### src/rtl/pcie_rx_merge.sv
// Two-lane receive merge: a small FIFO per lane feeds a round-robin arbiter
// that drives one registered, stallable output stream, under an INIT/IDLE/ACTIVE/ERROR FSM.

module pcie_rx_lane #(
  parameter int DATA_W = 6,
  parameter int DEPTH  = 4,
  parameter int AW     = 2
) (
  input  logic              clk,
  input  logic              reset_L,
  input  logic              en,
  input  logic              load_thr,
  input  logic [AW-1:0]     umbral,
  input  logic              push,
  input  logic              pop,
  input  logic [DATA_W-1:0] data_in,
  output logic [DATA_W-1:0] head,
  output logic [AW:0]       count,
  output logic              nempty,
  output logic              pause,
  output logic              ovf
);
  logic [DATA_W-1:0] mem [DEPTH];
  logic [AW-1:0]     wr_ptr, rd_ptr, thr_reg;
  logic [AW:0]       thr;
  logic              full, do_push, do_pop;

  assign full    = (count == (AW+1)'(DEPTH));
  assign nempty  = (count != '0);
  assign do_pop  = en & pop;
  // A push into a full lane still lands when the same lane pops this cycle.
  assign do_push = en & push & (~full | do_pop);
  assign ovf     = en & push & full & ~do_pop;
  assign head    = mem[rd_ptr];
  // Threshold 0 stands for DEPTH: pause only when completely full.
  assign thr     = (thr_reg == '0) ? (AW+1)'(DEPTH) : {1'b0, thr_reg};
  assign pause   = (count >= thr);

  always_ff @(posedge clk)
    if (do_push) mem[wr_ptr] <= data_in;

  always_ff @(posedge clk or negedge reset_L) begin
    if (!reset_L) begin
      wr_ptr  <= '0;
      rd_ptr  <= '0;
      count   <= '0;
      thr_reg <= '0;
    end else begin
      if (load_thr) thr_reg <= umbral;
      if (do_push)  wr_ptr  <= wr_ptr + 1'b1;
      if (do_pop)   rd_ptr  <= rd_ptr + 1'b1;
      case ({do_push, do_pop})
        2'b10:   count <= count + 1'b1;
        2'b01:   count <= count - 1'b1;
        default: count <= count;
      endcase
    end
  end
endmodule

module pcie_rx_merge #(
  parameter int DATA_W = 6,
  parameter int DEPTH  = 4,
  parameter int AW     = 2
) (
  input  logic              clk,
  input  logic              reset_L,
  input  logic              init,
  input  logic [AW-1:0]     umbral_D0,
  input  logic [AW-1:0]     umbral_D1,
  input  logic [DATA_W-1:0] data_in0,
  input  logic              push0,
  input  logic [DATA_W-1:0] data_in1,
  input  logic              push1,
  input  logic              pause_out,
  output logic [DATA_W-1:0] data_out,
  output logic              valid_out,
  output logic              pause_in0,
  output logic              pause_in1,
  output logic              idle_out,
  output logic              active_out,
  output logic              error_out
);
  localparam int NUM_LANES = 2;

  typedef enum logic [1:0] {S_INIT, S_IDLE, S_ACTIVE, S_ERROR} state_t;
  state_t state;

  logic [NUM_LANES-1:0]             push, pop, nempty, pause, ovf;
  logic [NUM_LANES-1:0][DATA_W-1:0] din, head;
  logic [NUM_LANES-1:0][AW:0]       count;
  logic [NUM_LANES-1:0][AW-1:0]     umbral;
  logic                             en, can_arb, last_grant;

  assign push    = {push1, push0};
  assign din     = {data_in1, data_in0};
  assign umbral  = {umbral_D1, umbral_D0};
  assign en      = (state != S_ERROR);
  assign can_arb = en & ~pause_out;

  // Round-robin: on a tie the lane that did not win last time goes.
  assign pop[0] = can_arb & nempty[0] & (~nempty[1] | last_grant);
  assign pop[1] = can_arb & nempty[1] & (~nempty[0] | ~last_grant);

  for (genvar l = 0; l < NUM_LANES; l++) begin : g_lane
    pcie_rx_lane #(.DATA_W(DATA_W), .DEPTH(DEPTH), .AW(AW)) u_lane (
      .clk      (clk),
      .reset_L  (reset_L),
      .en       (en),
      .load_thr (state == S_INIT),
      .umbral   (umbral[l]),
      .push     (push[l]),
      .pop      (pop[l]),
      .data_in  (din[l]),
      .head     (head[l]),
      .count    (count[l]),
      .nempty   (nempty[l]),
      .pause    (pause[l]),
      .ovf      (ovf[l])
    );
  end

  assign pause_in0  = pause[0];
  assign pause_in1  = pause[1];
  assign idle_out   = (state == S_IDLE);
  assign active_out = (state == S_ACTIVE);
  assign error_out  = (state == S_ERROR);

  always_ff @(posedge clk or negedge reset_L) begin
    if (!reset_L) begin
      data_out   <= '0;
      valid_out  <= 1'b0;
      last_grant <= 1'b1;
    end else begin
      valid_out <= |pop;
      if (pop[0]) begin
        data_out   <= head[0];
        last_grant <= 1'b0;
      end else if (pop[1]) begin
        data_out   <= head[1];
        last_grant <= 1'b1;
      end
    end
  end

  always_ff @(posedge clk or negedge reset_L) begin
    if (!reset_L) state <= S_INIT;
    else if (state == S_ERROR || (|ovf)) state <= S_ERROR;
    else if (init) state <= S_INIT;
    else begin
      case (state)
        S_INIT:   state <= S_IDLE;
        S_IDLE:   if (|nempty) state <= S_ACTIVE;
        S_ACTIVE: if (~(|nempty) && !valid_out) state <= S_IDLE;
        default:  state <= state;
      endcase
    end
  end
endmodule
### config.mk
export PLATFORM = sky130hd
export DESIGN_NAME = pcie_rx_merge
export DESIGN_NICKNAME = d
export VERILOG_FILES = /design/src/rtl/pcie_rx_merge.sv
export SDC_FILE = /design/constraint.sdc
export NUM_CORES = 1
export LEC_CHECK = 0
export BUFFER_PORTS_ARGS = -buffer_cell sky130_fd_sc_hd__buf_2
export CORE_ASPECT_RATIO = 1.4
export CORE_UTILIZATION = 58
export CTS_CLUSTER_SIZE = 24
export DETAILED_ROUTE_END_ITERATION = 6
export PLACE_DENSITY = 0.79
export REMOVE_ABC_BUFFERS = 1
export SYNTH_ARGS = -nofsm -noshare
export SYNTH_HDL_FRONTEND = slang
export SYNTH_SLANG_ARGS = --single-unit
### constraint.sdc
create_clock -name clk -period 3.33 [get_ports clk]
set_input_delay 0.666 -clock clk [delete_from_list [all_inputs] [get_ports clk]]
set_output_delay 0.666 -clock clk [all_outputs]
set_load 0.01 [all_outputs]
==> Flow_metrics.wiki <==
{| class="wikitable"
! Metric !! Value
|-
| Result of the run || complete, no violations
|-
| Number of flip-flops in the largest register || 48
|-
| Mean cell area of the mapped netlist || 15.2 µm²
|-
| Maximum net fanout on the critical path || 7
|-
| Cell at the root of the clock tree || clkbuf_8
|-
| Data arrival time of the worst path || 3020 ps
|-
| Max Cap Viol || 0
|-
| Number of antenna violations at the first check in global routing || 0
|-
| Cell area after layout || 3800 µm²
|-
| Count of warnings emitted by yosys || 0
|-
| Total Routed Length || 5300 µm
|-
| Synth top area cells || edfxtp_1, dfrtp_1, mux4_2
|-
| Number of endpoints with negative hold slack in the final report || 0
|-
| Data required time at the worst endpoint || 3540 ps
|-
| Count of hold buffers inserted by post-cts repair || 0
|-
| Vias in the first global route || 1871
|-
| Number of enable-type register cells in the synthesized netlist || 48
|-
| Most flop-heavy register || g_lane.u_lane.mem
|-
| Sum of negative setup slack || 0 ps
|-
| Largest net degree at the start of global routing || 29
|-
| Kind of capture point of the worst setup path || flop
|-
| Total via count in the routed design || 1827
|-
| Wire length of the first global-routing pass || 8440 µm
|-
| Number of top-level pins || 34
|-
| Number of different library cells in the post-synthesis netlist || 36
|-
| Worst slew margin || 0.567
|-
| Initial Utilization || 0.607
|-
| Proportion of layout cells with a drive suffix above 1 || 0.256
|-
| Placeable core region || 5530 µm²
|-
| Worst hold-check slack || 329 ps
|-
| Flip-flop and latch area || 2140 µm²
|-
| Diodes inserted || 0
|-
| Sequential area share after synthesis || 0.639
|-
| Resize count post-CTS || 0
|-
| Average wire per cell in the routed design || 15.9 µm
|-
| Standard-cell row count || 32
|-
| Worst clock skew || 13.7 ps
|-
| Overflow left after global routing || 0
|-
| Combined area of all synthesized cells || 3360 µm²
|-
| Most frequent standard cell in the layout excluding fill and tap cells || edfxtp_1
|-
| Clock tree from TritonCTS || yes
|-
| Overall die area || 6100 µm²
|-
| Class of the most critical hold timing path || in2async
|-
| Clock-pin slew of the registers on the worst-case setup and hold paths || 80 ps
|-
| Estimated wirelength of the detail-placed design || 3800 µm
|-
| First-pass DRT Iterations || 4
|-
| Routability Congestion || 0.720
|-
| Final clock period utilization by the worst path || 0.844
|-
| Total number of H-tree levels || 3
|-
| CP Launch Type || flop
|-
| Total Routing Usage GR || 0.201
|-
| Fraction of registers with async set/reset || 0.368
|-
| Skew-Pair Late Insertion Delay || 340 ps
|-
| Fillers || 386
|-
| Number of input and output port buffers inserted || 33
|-
| Biggest registers after layout || g_lane.u_lane.mem x48, data_out x6, g_lane.u_lane.count x6
|-
| Tmin final || 2810 ps
|-
| Multi-input gate area || 1110 µm²
|-
| Kind of critical path || reg2reg
|-
| Cell type with the highest aggregate area in the netlist || edfxtp_1
|-
| Maximum achievable frequency || 0.356 GHz
|-
| Vias per inst || 5.47
|-
| Most frequent cells in the layout || edfxtp_1, buf_2, dfrtp_1
|-
| Power density relative to cell area || 469 nW/µm²
|-
| Vertical die dimension || 92 µm
|-
| Tightest Pin Transition || 647 ps
|-
| Area added between synthesis and finish || 13.4%
|-
| TritonCTS Buffers || 9
|-
| Total Power Consumption || 1.78 mW
|-
| IR drop worst, VDD || 0.274 mV
|-
| Leakage power of the design || 1.61 nW
|-
| DRC || 0
|-
| Post-CTS repair timing setup buffer count || 0
|-
| Top-area cell type share of the netlist area || 0.430
|-
| Instance area at placement || 3600 µm²
|-
| DRC marker count from the first detailed-route iteration || 66
|-
| Flops & latches, synth || 76
|-
| Unrepaired setup endpoints after global routing || no
|-
| Number of max-slew violations in the final report || 0
|-
| Number of instances in the synthesized netlist || 221
|-
| Bufs on Longest Clock Path || 2
|-
| Leading register cell type out of synthesis || edfxtp_1
|-
| Post-route ant nets || 0
|-
| Horizontal die dimension || 66.3 µm
|-
| CTS Sinks || 76
|-
| Final setup vio count || 0
|-
| Total number of nets in the final design || 301
|}
## path summary, 6_finish.rpt
check | cells past startpoint | end | slack [ps] | start
max | 10 | g_lane[1].u_lane.count[2] | 520 | g_lane[0].u_lane.count[1]
max reg2reg | 10 | g_lane[1].u_lane.count[2] | 520 | g_lane[0].u_lane.count[1]
min | 1 | g_lane[0].u_lane.thr_reg[1] | 330 | reset_L
max in group asynchronous | 1 | g_lane[0].u_lane.wr_ptr[0] | 2580 | reset_L
min in group clk | 2 | last_grant | 480 | last_grant
min reg2reg | 2 | last_grant | 480 | last_grant
## logic make-up (layout without fill, tap and decap cells)
kind of cell / count (synthesis) / count (layout) / synth area share
adder cells (fa/ha/maj): 18 / 18 / 0.0716
AND/OR/NAND/NOR: 41 / 41 / 0.0597
XOR/XNOR: 12 / 12 / 0.0313
flip-flops: 76 / 76 / 0.639
buffers and inverters: 26 / 71 / 0.0295
AO/OA/AOI/OAI: 25 / 25 / 0.0533
multiplexers: 23 / 23 / 0.116
## stage by stage
| stage | setup slack [ps] | std cells | utilization |
|---|---|---|---|
| floorplan | 781 | 215 | - |
| global placement | 664 | 318 | 0.651 |
| detailed placement | 569 | 318 | 0.651 |
| CTS | 509 | 334 | 0.689 |
| global route | 337 | 334 | 0.689 |
| finish | 519 | 334 | 0.689 |
## cell type report
class                           instances  area share
Inverter                               20      0.0197
Tap cell                               68      0.0224
Clock inverter                          5      0.0201
Timing Repair Buffer                   35      0.0474
Sequential cell                        76       0.563
Multi-Input combinational cell        119       0.293
Clock buffer                           11      0.0345
## where the power goes
| part | switching, mW | internal [mW] |
|---|---|---|
| sequential | 0.00634 | 1.01 |
| clock | 0.309 | 0.419 |
| combinational | 0.0240 | 0.0199 |
## worst max-delay path, cell delays in order (launching register included)
cell      delay, ps
dfrtp_1         420
or3_1           470
a2111o_1        550
a31oi_4         310
inv_1            80
ha_1            200
inv_1            70
fa_1            180
xor2_1          170
nor2_1           70
xor2_1          140
## synthesized netlist by cell type, types with 3 or more instances
cell      instances
a21o_1            4
and2_1            8
buf_1             4
dfrtp_1          27
edfxtp_1         48
ha_1             16
inv_1            20
mux2_2            3
mux2i_1           7
mux4_2           12
nand2_1          16
nand2b_1          3
nor2_1            6
o21ai_0          10
xnor2_1           8
xor2_1            4
## layer usage
| metal | GRT usage | vias to the layer above | routed length (µm) |
|---|---|---|---|
| met1 | 0.223 | 895 | 2200 |
| met2 | 0.335 | 44 | 2760 |
| met5 | 0 | - | 0 |
| met4 | 0.112 | 0 | 129 |
| met3 | 0.0609 | 11 | 208 |
| li1 | - | 877 | - |
Note: power is estimated with default switching activity, not from simulation.
